[src/rtl/lcd_reader.sv]
// HD44780-class read-cycle controller: one RW=1 bus cycle per start edge, or a
// busy-flag poll that repeats reads until BF clears or the read budget runs out.
module lcd_reader #(
  parameter int SETUP_CYC = 2,
  parameter int EN_CYC    = 16,
  parameter int HOLD_CYC  = 2,
  parameter int GAP_CYC   = 16,
  parameter int POLL_MAX  = 255
) (
  input  logic       iCLK,
  input  logic       iRST,
  input  logic       iStart,
  input  logic       iRS,
  input  logic       iPoll,
  input  logic [7:0] LCD_DATA,
  output logic [7:0] oDATA,
  output logic       oDone,
  output logic       oBusy,
  output logic       oTimeout,
  output logic       LCD_RW,
  output logic       LCD_EN,
  output logic       LCD_RS
);

  // state | meaning
  // IDLE  | waiting for a start edge, RW=0
  // SETUP | RS/RW stable, EN low
  // EN_HI | EN high, data sampled on exit
  // HOLD  | RS/RW held after EN falls, then decide
  // GAP   | EN-low spacing between poll reads
  typedef enum logic [2:0] {IDLE, SETUP, EN_HI, HOLD, GAP} state_t;

  localparam logic [7:0] SETUP_LD = 8'(SETUP_CYC - 1);
  localparam logic [7:0] EN_LD    = 8'(EN_CYC - 1);
  localparam logic [7:0] HOLD_LD  = 8'(HOLD_CYC - 1);
  localparam logic [7:0] GAP_LD   = 8'(GAP_CYC - 1);
  localparam logic [7:0] POLL_LIM = 8'(POLL_MAX);

  state_t     state, state_nxt;
  logic [7:0] cnt, cnt_nxt;
  logic [7:0] rd_cnt, rd_cnt_nxt;
  logic [7:0] data_nxt;
  logic       poll_mode, poll_nxt;
  logic       pre_start;
  logic       done_nxt, busy_nxt, to_nxt, rw_nxt, en_nxt, rs_nxt;
  logic       start_edge, cnt_zero, bf_retry;

  assign start_edge = iStart & ~pre_start;
  assign cnt_zero   = (cnt == 8'd0);
  // oDATA and rd_cnt already reflect the read that just completed
  assign bf_retry   = poll_mode & oDATA[7] & (rd_cnt < POLL_LIM);

  always_ff @(posedge iCLK or posedge iRST) begin
    if (iRST) begin
      state     <= IDLE;
      cnt       <= '0;
      rd_cnt    <= '0;
      poll_mode <= 1'b0;
      pre_start <= 1'b0;
      oDATA     <= '0;
      oDone     <= 1'b0;
      oBusy     <= 1'b0;
      oTimeout  <= 1'b0;
      LCD_RW    <= 1'b0;
      LCD_EN    <= 1'b0;
      LCD_RS    <= 1'b0;
    end else begin
      state     <= state_nxt;
      cnt       <= cnt_nxt;
      rd_cnt    <= rd_cnt_nxt;
      poll_mode <= poll_nxt;
      pre_start <= iStart;
      oDATA     <= data_nxt;
      oDone     <= done_nxt;
      oBusy     <= busy_nxt;
      oTimeout  <= to_nxt;
      LCD_RW    <= rw_nxt;
      LCD_EN    <= en_nxt;
      LCD_RS    <= rs_nxt;
    end
  end

  always_comb begin
    state_nxt = state;
    case (state)
      IDLE:    if (start_edge) state_nxt = SETUP;
      SETUP:   if (cnt_zero)   state_nxt = EN_HI;
      EN_HI:   if (cnt_zero)   state_nxt = HOLD;
      HOLD:    if (cnt_zero)   state_nxt = bf_retry ? GAP : IDLE;
      GAP:     if (cnt_zero)   state_nxt = SETUP;
      default:                 state_nxt = IDLE;
    endcase
  end

  always_comb begin
    cnt_nxt    = cnt;
    rd_cnt_nxt = rd_cnt;
    poll_nxt   = poll_mode;
    data_nxt   = oDATA;
    done_nxt   = oDone;
    busy_nxt   = oBusy;
    to_nxt     = oTimeout;
    rw_nxt     = LCD_RW;
    rs_nxt     = LCD_RS;
    en_nxt     = (state_nxt == EN_HI);

    if (state != IDLE) cnt_nxt = cnt - 8'd1;
    if (state_nxt != state) begin
      case (state_nxt)
        SETUP:   cnt_nxt = SETUP_LD;
        EN_HI:   cnt_nxt = EN_LD;
        HOLD:    cnt_nxt = HOLD_LD;
        GAP:     cnt_nxt = GAP_LD;
        default: cnt_nxt = '0;
      endcase
    end

    if (state == IDLE && state_nxt == SETUP) begin
      poll_nxt   = iPoll;
      rs_nxt     = iPoll ? 1'b0 : iRS;
      rw_nxt     = 1'b1;
      busy_nxt   = 1'b1;
      done_nxt   = 1'b0;
      to_nxt     = 1'b0;
      rd_cnt_nxt = '0;
    end

    if (state == EN_HI && state_nxt == HOLD) begin
      data_nxt   = LCD_DATA;
      rd_cnt_nxt = rd_cnt + 8'd1;
    end

    if (state == HOLD && state_nxt == IDLE) begin
      rw_nxt   = 1'b0;
      busy_nxt = 1'b0;
      done_nxt = 1'b1;
      to_nxt   = poll_mode & oDATA[7];
    end
  end

endmodule

[config.mk]
export PLATFORM = sky130hd
export DESIGN_NAME = lcd_reader
export DESIGN_NICKNAME = d
export VERILOG_FILES = /design/src/rtl/lcd_reader.sv
export SDC_FILE = /design/constraint.sdc
export NUM_CORES = 1
export LEC_CHECK = 0
export BUFFER_PORTS_ARGS = -buffer_cell sky130_fd_sc_hd__buf_2
export CAP_MARGIN = 5
export CORE_MARGIN = 2
export CORE_UTILIZATION = 55
export DETAILED_ROUTE_END_ITERATION = 10
export GPL_TIMING_DRIVEN = 0
export PLACE_DENSITY = 0.77
export SETUP_SLACK_MARGIN = 0.02
export SYNTH_ARGS = -nofsm -noshare
export SYNTH_HDL_FRONTEND = slang
export SYNTH_SLANG_ARGS = --single-unit
[constraint.sdc]
create_clock -name iCLK -period 5.6 [get_ports iCLK]
set_input_delay 1.12 -clock iCLK [delete_from_list [all_inputs] [get_ports iCLK]]
set_output_delay 1.12 -clock iCLK [all_outputs]
set_load 0.01 [all_outputs]
==> key figures, run 1 <==
Floorplan
  • Die H: 60.9 um
  • IO Count: 27
  • Die width: 60.9 um
  • Die area: 3710 um^2
  • Core area: 3080 um^2
  • Starting Density: 57.9%
  • FP Rows: 20

Timing
  • # setup viols final: 0
  • Fin crit period: 2.23 ns
  • Pin slew with the least headroom to its limit: 0.604 ns
  • Max_slew headroom: 59.6%
  • Final Max Tran Viols: 0
  • Clk_skew: 0.00835 ns
  • Peak Freq: 449 MHz
  • RSZ-0062 raised after global routing: no
  • Setup WS post-layout: 3.37 ns
  • Fin. Hold Viols: 0
  • Hold_ws: 0.479 ns
  • Period utilisation layout: 39.7%
  • Setup TNS: 0 ns

Route
  • # DRC: 0
  • Vias/cell: 5.71
  • Drt total wl: 3880 um
  • Via Count: 1530
  • Avg WL per Cell: 14.5 um
  • Routed Antenna Nets: 0
  • Initial drt markers: 99
  • DRT Pass-1 Iters: 4

Setup path
  • Required time of the critical path: 5.81 ns
  • Worst endpoint data arrival time: 2.43 ns
  • Critical path type: reg2reg
  • Crit path max fanout: 10
  • Crit. End Element: flip-flop
  • CP startpoint kind: flip-flop

Power
  • P_leak: 0.934 nW
  • PD cells: 518 nW/um^2
  • VDD IR max: 209 uV

CTS
  • Worst skew pair latency: 0.34 ns
  • Clock buffer depth: 2
  • CTS root buf: clkbuf_4
  • Clock transition at path regs: 0.10 ns
  • Resized cells post-CTS: 0
  • Number of buffers created by CTS: 5
  • Post-CTS Setup Inserts: 0
  • H-tree levels: 2
  • CTS tree: yes
  • CTS sink count: 34
  • Hold-fix buffers, CTS: 0

Placement
  • Post-DP HPWL: 2780 um
  • RePlAce Congestion: 0.908
  • Port-buffer cells: 26
  • Dpl ws: 3.12 ns
  • Placed Area: 1970 um^2

Final layout
  • Post-route cell area: 2060 um^2
  • Ant. Diodes: 0
  • Net count, final: 239
  • Syn-to-layout area delta: 15.3%
  • Fillcell total: 262
  • Share of cells above drive strength 1: 21.9%

GRT
  • Initial antenna violation count: 0
  • GRT Overall Usage: 23.7%
  • Global-route wire length before repair: 6380 um
  • Number of global-route vias before repair: 1428
  • GR Overflow Total: 0
  • Pin count of the biggest net entering global routing: 35

Yosys
  • Synth top area share: 47.7%
  • Post-synth EDFFs: 0
  • Number of synthesis warnings: 0
  • Mean area per synthesized cell: 9.43 um^2
  • Async S/R FF share, synth: 100%
  • Leading area contributor after synthesis: dfrtp_1
  • Seq/Total Area, Yosys: 47.7%
  • Synth Instances: 189
  • Top FF cell, synth: dfrtp_1
  • Synth area leaders: dfrtp_1 (48%), nand2_1 (8.2%), nand3_1 (2.8%)
  • Syn Std Cell Area: 1780 um^2
  • Synth unique cells: 51
  • Syn_nets: 205
  • Synth Register Bits: 34

Run status
  • Status: finished, final reports clean

Min path
  • Hold Path Class: reg2reg

Flow run
  • Total of max-cap violations: 0
power by group:
part           switching, mW  internal, mW
sequential            0.0877         0.349
combinational          0.282         0.207
clock                 0.0803        0.0608
total                  0.450         0.616
cells by family (layout without fill, tap and decap cells):
logic type                 count (synthesis)  after routing  share of synthesized area [%]
DFF                                       34             34                           47.7
AOI/OAI and AO/OA                         36             36                           14.9
muxes                                      3              3                           1.75
and+or+nand+nor                           91             91                           26.4
adders and majority gates                  3              3                           2.11
xor gates and xnor gates                   5              5                           2.46
buffers and inverters                     17             52                           4.70
cell type report:
cell class | count | area (um^2) | area share, %
flip-flops and latches | 34 | 851 | 41.4
multi-input cells | 138 | 848 | 41.3
repair buffers | 27 | 158 | 7.67
clock buffers | 7 | 55.1 | 2.68
well taps | 44 | 55.1 | 2.68
plain buffers | 9 | 53.8 | 2.62
inverters | 8 | 30.0 | 1.46
clock inverters | 1 | 5.00 | 0.243
layer usage:
| layer | share of wire [%] | up-vias | track usage (%) | wire length, um |
|---|---|---|---|---|
| met5 | 0 | - | 0 | 0 |
| met1 | 42 | 720 | 30.6 | 1630 |
| met2 | 50 | 67 | 36.7 | 1950 |
| met3 | 6.4 | 10 | 7.25 | 248 |
| li1 | - | 733 | - | - |
| met4 | 1.2 | 0 | 10.9 | 48 |
critical path: stages (launching register included):
cell and delay [ns]:
dfrtp_1 0.45, inv_1 0.15, ha_1 0.16, nor3b_2 0.51
a211oi_2 0.20, nor3_2 0.43, o2111ai_1 0.19
worst paths after layout:
path / slack, ns / cells after the start / from / to
worst max register to register: 3.37 / 6 / cnt[0] / cnt[3]
max in group asynchronous: 4.43 / 3 / iRST / oDATA[4]
worst max-delay path: 3.37 / 6 / cnt[0] / cnt[3]
min in group asynchronous: 0.73 / 2 / iRST / LCD_RS
worst min-delay path: 0.48 / 2 / oDATA[2] / oDATA[2]
worst min register to register: 0.48 / 2 / oDATA[2] / oDATA[2]
placed cells by master, fill, tap and decap left out, types with 2 or more instances in the layout:
| cell | count |
|---|---|
| a211oi_1 | 2 |
| a21oi_1 | 6 |
| a31oi_1 | 4 |
| a41oi_1 | 2 |
| and2_1 | 2 |
| buf_2 | 27 |
| buf_4 | 3 |
| clkbuf_1 | 5 |
| clkbuf_4 | 5 |
| dfrtp_1 | 34 |
| ha_1 | 3 |
| inv_1 | 7 |
| mux2i_1 | 2 |
| nand2_1 | 39 |
| nand2b_1 | 3 |
| nand3_1 | 10 |
| nand3b_1 | 2 |
| nand4_1 | 5 |
| nor2_1 | 10 |
| nor2b_1 | 3 |
| nor3_1 | 4 |
| o21ai_0 | 3 |
| o21ai_2 | 2 |
| o21bai_1 | 2 |
| o22ai_1 | 2 |
| o31ai_1 | 2 |
| or3_1 | 3 |
| xor2_1 | 4 |
state kept, by name (all words and copies together), names as in the netlist:
signal,cells
poll_mode,1
pre_start,1
cnt,8
LCD_RW,1
LCD_RS,1
LCD_EN,1
state,3
rd_cnt,8
oDone,1
oTimeout,1
oDATA,8
Yosys cell counts (all sizes together) (3+ instances only):
master	instances
o21ai	5
dfrtp	34
nor2b	3
a31oi	4
nand2b	3
inv	8
nand4	5
clkbuf	4
a211oi	3
nand2	39
a21oi	6
nand3	10
xor2	4
or3	3
nor3	6
ha	3
buf	5
nor2	11
stage by stage:
stage / total power [mW] / utilization [%] / cells
after global placement: 0.887 / 63.9 / 259
after detailed placement: 0.920 / 63.9 / 259
after global routing: 1.16 / 66.8 / 268
after floorplan: 0.778 / - / 189
after CTS: 1.06 / 65.9 / 267
final: 1.07 / 66.8 / 268
Power figures use the tool's default switching activity.
==> inputs of run 2 (changes only) <==
clock period = 2.3 ns   (was 5.6 ns; I/O delays follow)
==> run 2 against run 1 <==
  * Clock skew up 0.0025 ns
  * Flip-flop and latch count did not move
  * First-iteration DRC count shrank 1.0%
  * Non-clock buffer count did not move
  * Register-to-register slack lost 3.2 ns
  * Core utilization rose by 0.20 points
  * Total power grew 140%
  * Critical path type unchanged
  * Sequential share of layout area is 0.13 points lower
  * Clock power up 140%
  * Fmax up 5.0%
==> key figures, run 2 (synthesis results as in run 1) <==
Floorplan
  • FP Rows: 20 (unchanged)
  • Core area: 3080 um^2 (unchanged)
  • IO Count: 27 (unchanged)
  • Die width: 60.9 um (unchanged)
  • Die H: 60.9 um (unchanged)
  • Starting Density: 57.9% (unchanged)
  • Die area: 3710 um^2 (unchanged)

CTS
  • H-tree levels: 2 (unchanged)
  • CTS sink count: 34 (unchanged)
  • Post-CTS Setup Inserts: 0 (unchanged)
  • CTS tree: yes
  • Clock buffer depth: 2 (unchanged)
  • Number of buffers created by CTS: 5 (unchanged)
  • Clock transition at path regs: 0.11 ns (about the same)
  • Worst skew pair latency: 0.34 ns (about the same)
  • CTS root buf: clkbuf_4

Final layout
  • Ant. Diodes: 0 (unchanged)
  • Biggest registers after layout: cnt (8), oDATA (8), rd_cnt (8)
  • Syn-to-layout area delta: 15.6%
  • Share of cells above drive strength 1: 21.9% (unchanged)
  • Commonest cells after routing, fill and taps aside: nand2_1 (39), dfrtp_1 (34), buf_2 (27)
  • Layout Cells excl Fill: 268 (unchanged)
  • Net count, final: 239 (unchanged)
  • Area taken by multi-input logic gates: 855 um^2 (+0.74%)
  • Fillcell total: 260 (-0.76%)
  • Commonest non-fill, non-tap cell in the layout: nand2_1
  • Register area: 851 um^2 (unchanged)

GRT
  • Number of global-route vias before repair: 1428 (unchanged)
  • GR Overflow Total: 0 (unchanged)
  • Initial antenna violation count: 0 (unchanged)
  • GRT Overall Usage: 23.7% (unchanged)
  • Global-route wire length before repair: 6380 um (unchanged)
  • Pin count of the biggest net entering global routing: 35 (unchanged)

Setup path
  • Required time of the critical path: 2.51 ns (-3.30 ns)
  • Crit-path cells: inv_1 -> ha_1 -> nor3b_4 -> a211oi_2 -> nor3_2 -> o2111ai_1
  • Max stage delay on crit path: 0.46 ns (-0.05 ns)
  • Worst endpoint data arrival time: 2.33 ns (-0.10 ns)
  • Critical path type: reg2reg
  • Crit path max fanout: 10 (unchanged)
  • Slowest CP cell: dfrtp_1
  • Crit. End Element: flip-flop
  • Worst Path Buf+Inv: 1 (unchanged)
  • CP startpoint kind: flip-flop
  • Crit path max-delay family: simple AND/OR/NAND/NOR gates

Timing
  • RSZ-0062 raised after global routing: no
  • Final Max Tran Viols: 0 (unchanged)
  • Clk_skew: 0.0108 ns (+0.00246 ns)
  • Pin slew with the least headroom to its limit: 0.527 ns (-0.0769 ns)
  • Max_slew headroom: 64.9% (+5.3 points)
  • Fin. Hold Viols: 0 (unchanged)
  • Fin crit period: 2.12 ns (-0.106 ns)
  • Setup TNS: 0 ns (unchanged)
  • Period utilisation layout: 92.1% (+52 points)
  • # setup viols final: 0 (unchanged)
  • Peak Freq: 472 MHz (+5.0%)

Route
  • Via Count: 1533 (+0.20%)
  • Vias/cell: 5.72 (+0.20%)
  • # DRC: 0 (unchanged)
  • Initial drt markers: 98 (-1.0%)
  • DRT Pass-1 Iters: 5 (+1)
  • Routed Antenna Nets: 0 (unchanged)
  • Avg WL per Cell: 14.5 um (about the same)
  • Drt total wl: 3880 um (about the same)

Power
  • PD cells: 1270 nW/um^2 (+140%)
  • VDD IR max: 509 uV (+140%)
  • P_leak: 0.933 nW (about the same)

Flow run
  • Total of max-cap violations: 0 (unchanged)

Run status
  • Status: finished, final reports clean

Min path
  • Hold Path Class: in2async

Placement
  • RePlAce Congestion: 0.908 (unchanged)
  • Placed cells: 259 (unchanged)
  • Port-buffer cells: 26 (unchanged)
  • Post-DP HPWL: 2780 um (unchanged)
[run 2: cell count changes in the layout (fill, tap and decap cells not counted)]
| cell | change |
|---|---|
| nor3b_2 | -1 |
| nor3b_4 | +1 |
[run 2: worst reg2reg max path: stages, from the launching register on]
cell,delay [ns]
dfrtp_1,0.46
inv_1,0.15
ha_1,0.18
nor3b_4,0.41
a211oi_2,0.18
nor3_2,0.43
o2111ai_1,0.19
[run 2: power breakdown]
part	leakage, nW	switching [mW]	internal (mW)
logic	0.481	0.687	0.512
clock network	0.0353	0.196	0.148
registers	0.417	0.218	0.849
total	0.933	1.10	1.51
[run 2: cell type report]
cell class	instances	area share (%)
multi-input cells	138	41.4
plain buffers	9	2.61
well taps	44	2.67
flip-flops and latches	34	41.3
repair buffers	27	7.65
clock inverters	1	0.243
clock buffers	7	2.67
inverters	8	1.46
[run 2: what timing repair did]
item,CTS,global route
setup endpoints to repair,0,22
hold buffers,0,0
gates resized for setup,0,1
hold endpoints to repair,0,0
[run 2: worst paths after layout]
check	to	depth (start not counted)	start	slack (ns)
setup / recovery	cnt[3]	6	cnt[0]	0.18
hold / removal	LCD_RW	2	iRST	0.07
setup reg to reg	cnt[3]	6	cnt[0]	0.18
hold reg to reg	oDATA[2]	2	oDATA[2]	0.48
max in group asynchronous	rd_cnt[5]	3	iRST	1.79
min in group iCLK	pre_start	1	iStart	0.25
[run 2: metrics by stage]
stage / cell area, um^2 / total power [mW] / util (%) / setup WS (ns) / hold WS (ns)
global placement: 1970 / 2.16 / 63.9 / 0.201 / 0.453
global route: 2060 / 2.84 / 67.0 / 0.0448 / 0.0707
detailed placement: 1970 / 2.24 / 63.9 / 0.113 / 0.462
floorplan: 1780 / 1.89 / - / 0.508 / 0.465
finish: 2060 / 2.61 / 67.0 / 0.181 / 0.0692
CTS: 2030 / 2.59 / 65.9 / 0.106 / 0.232
[run 2: metal layers]
metal,global-route usage [%],routed length [um]
met5,0,0
met1,30.6,1640
met3,7.25,264
met4,10.9,57
met2,36.7,1920
==> inputs of run 3 (changes only) <==
PLACE_DENSITY = 0.74   (was 0.77)
==> run 3 against run 2 <==
  * Combinational power is essentially flat
  * Routed wire length shrank 6.4%
  * Setup slack gained 0.041 ns
  * Critical path depth is the same
  * Critical endpoint is now cnt[2]
  * Clock power is essentially flat
  * Sequential power is essentially flat
  * Design area shrank 1.0%
  * Fmax grew 2.0%
  * Register-to-register slack gained 0.04 ns
==> key figures, run 3 (synthesis results as in run 1) <==
Floorplan
  • IO Count: 27 (unchanged)
  • FP Rows: 20 (unchanged)
  • Die H: 60.9 um (unchanged)
  • Die width: 60.9 um (unchanged)
  • Die area: 3710 um^2 (unchanged)
  • Core area: 3080 um^2 (unchanged)
  • Starting Density: 57.9% (unchanged)

Timing
  • Setup TNS: 0 ns (unchanged)
  • Pin slew with the least headroom to its limit: 0.704 ns (+0.177 ns)
  • Final Max Tran Viols: 0 (unchanged)
  • Fin. Hold Viols: 0 (unchanged)
  • Max_slew headroom: 53.0% (-12 points)
  • Peak Freq: 481 MHz (+2.0%)
  • Fin crit period: 2.08 ns (-0.0412 ns)
  • Clk_skew: 0.0112 ns (+0.000381 ns)
  • # setup viols final: 0 (unchanged)
  • Period utilisation layout: 90.4% (-1.8 points)
  • RSZ-0062 raised after global routing: no

Placement
  • Placed cells: 259 (unchanged)
  • Post-DP HPWL: 2620 um (-5.7%)
  • Port-buffer cells: 26 (unchanged)
  • RePlAce Congestion: 0.839 (-7.6%)

CTS
  • Clock transition at path regs: 0.10 ns (about the same)
  • H-tree levels: 2 (unchanged)
  • Post-CTS Setup Inserts: 0 (unchanged)
  • CTS root buf: clkbuf_4
  • CTS tree: yes
  • Worst skew pair latency: 0.34 ns (about the same)
  • CTS sink count: 34 (unchanged)
  • Number of buffers created by CTS: 5 (unchanged)
  • Clock buffer depth: 2 (unchanged)

GRT
  • Initial antenna violation count: 0 (unchanged)
  • GR Overflow Total: 0 (unchanged)
  • Met2 Use GR: 33.2% (-3.5 points)
  • Met3 Usage GRT: 6.40% (-0.85 points)
  • Number of global-route vias before repair: 1340 (-6.2%)
  • Pin count of the biggest net entering global routing: 35 (unchanged)
  • GRT Overall Usage: 22.3% (-1.4 points)
  • Busiest layer in global routing: met2
  • Met1 Use GR: 31.2% (+0.53 points)
  • Global-route wire length before repair: 6090 um (-4.5%)

Route
  • Routed Antenna Nets: 0 (unchanged)
  • Vias/cell: 5.67 (-0.80%)
  • DRT Pass-1 Iters: 4 (-1)
  • Drt total wl: 3630 um (-6.4%)
  • Via Count: 1515 (-1.2%)
  • # DRC: 0 (unchanged)
  • Avg WL per Cell: 13.6 um (-6.0%)
  • Initial drt markers: 65 (-34%)

Setup path
  • Reg2Reg Depth: 6 (unchanged)
  • Crit. End Element: flip-flop
  • Worst endpoint data arrival time: 2.28 ns (-0.05 ns)
  • CP startpoint kind: flip-flop
  • Critical R2R Capture: cnt[2]
  • Required time of the critical path: 2.50 ns (about the same)
  • CP Launch Point: cnt[0]
  • R2R Path Start: cnt[0]
  • Crit path max fanout: 10 (unchanged)
  • Setup slack, reg-to-reg: 0.22 ns (+0.04 ns)
  • CP Capture Point: cnt[2]
  • Critical path type: reg2reg

Power
  • P_leak: 0.921 nW (-1.3%)
  • PD cells: 1270 nW/um^2 (+0.13%)
  • VDD IR max: 692 uV (+36%)

Final layout
  • Area taken by multi-input logic gates: 861 um^2 (+0.73%)
  • Syn-to-layout area delta: 14.5%
  • Commonest non-fill, non-tap cell in the layout: nand2_1
  • Net count, final: 238 (-0.42%)
  • Ant. Diodes: 0 (unchanged)
  • Final core occ: 66.3% (-0.69 points)
  • Share of cells above drive strength 1: 22.0% (+0.098 points)
  • Commonest cells after routing, fill and taps aside: nand2_1 (39), dfrtp_1 (34), buf_2 (27)
  • Register area: 851 um^2 (unchanged)
  • Fillcell total: 255 (-1.9%)
  • Biggest registers after layout: cnt (8), oDATA (8), rd_cnt (8)
  • Layout Cells excl Fill: 267 (-0.37%)

Run status
  • Status: finished, final reports clean

Min path
  • Hold Path Class: in2async

Flow run
  • Total of max-cap violations: 0 (unchanged)
## run 3: cell count changes in the layout (fill, tap and decap cells not counted)
cell,before,now
inv_2,0,1
nor3_2,1,0
nor3_4,1,2
clkinv_1,1,0
buf_16,1,0
## run 3: timing repair
| action | 4_1_cts | 5_1_grt |
|---|---|---|
| hold buffers | 0 | 0 |
| setup endpoints to repair | 0 | 23 |
| gates resized for setup | 0 | 2 |
## run 3: power breakdown
group / switching [mW] / leakage [nW] / internal [mW]
logic: 0.671 / 0.469 / 0.510
registers: 0.213 / 0.417 / 0.849
clock network: 0.196 / 0.0353 / 0.148
## run 3: how the worst min path moves through the flow
stage / to / depth (start not counted)
final: oDone / 2
after global routing: pre_start / 1
after CTS: pre_start / 1
after detailed placement: oDATA[5] / 2
after global placement: oDATA[1] / 2
after floorplan: rd_cnt[6] / 1
## run 3: layout make-up
| cell class | count | share of cell area [%] |
|---|---|---|
| clock buffers | 7 | 2.70 |
| well taps | 44 | 2.70 |
| plain buffers | 9 | 2.64 |
| flip-flops and latches | 34 | 41.7 |
| multi-input cells | 138 | 42.2 |
| clock inverters | 1 | 0.245 |
| inverters | 8 | 1.47 |
| repair buffers | 26 | 6.38 |
## run 3: per-layer routing
| metal | routed length [um] | share of wire [%] | up-vias |
|---|---|---|---|
| li1 | - | - | 746 |
| met4 | 51 | 1.4 | 0 |
| met3 | 197 | 5.4 | 6 |
| met2 | 1740 | 48 | 43 |
| met5 | 0 | 0 | - |
| met1 | 1650 | 45 | 720 |
## run 3: through the flow
stage | hold slack (ns) | setup WS [ns] | total power, mW | cell area, um^2
2_1_floorplan | 0.465 | 0.508 | 1.89 | 1780
3_3_place_gp | 0.454 | 0.176 | 2.16 | 1970
3_5_place_dp | 0.458 | 0.0965 | 2.22 | 1970
4_1_cts | 0.226 | 0.0702 | 2.57 | 2030
5_1_grt | 0.225 | 0.0884 | 2.81 | 2040
6_report | 0.219 | 0.222 | 2.59 | 2040
## run 3: worst max-delay path: stages (launching register included)
cell and delay (ns):
dfrtp_1 0.45, inv_1 0.14, ha_1 0.18, nor3b_4 0.43
a211oi_1 0.22, o311ai_0 0.36, o311ai_1 0.17
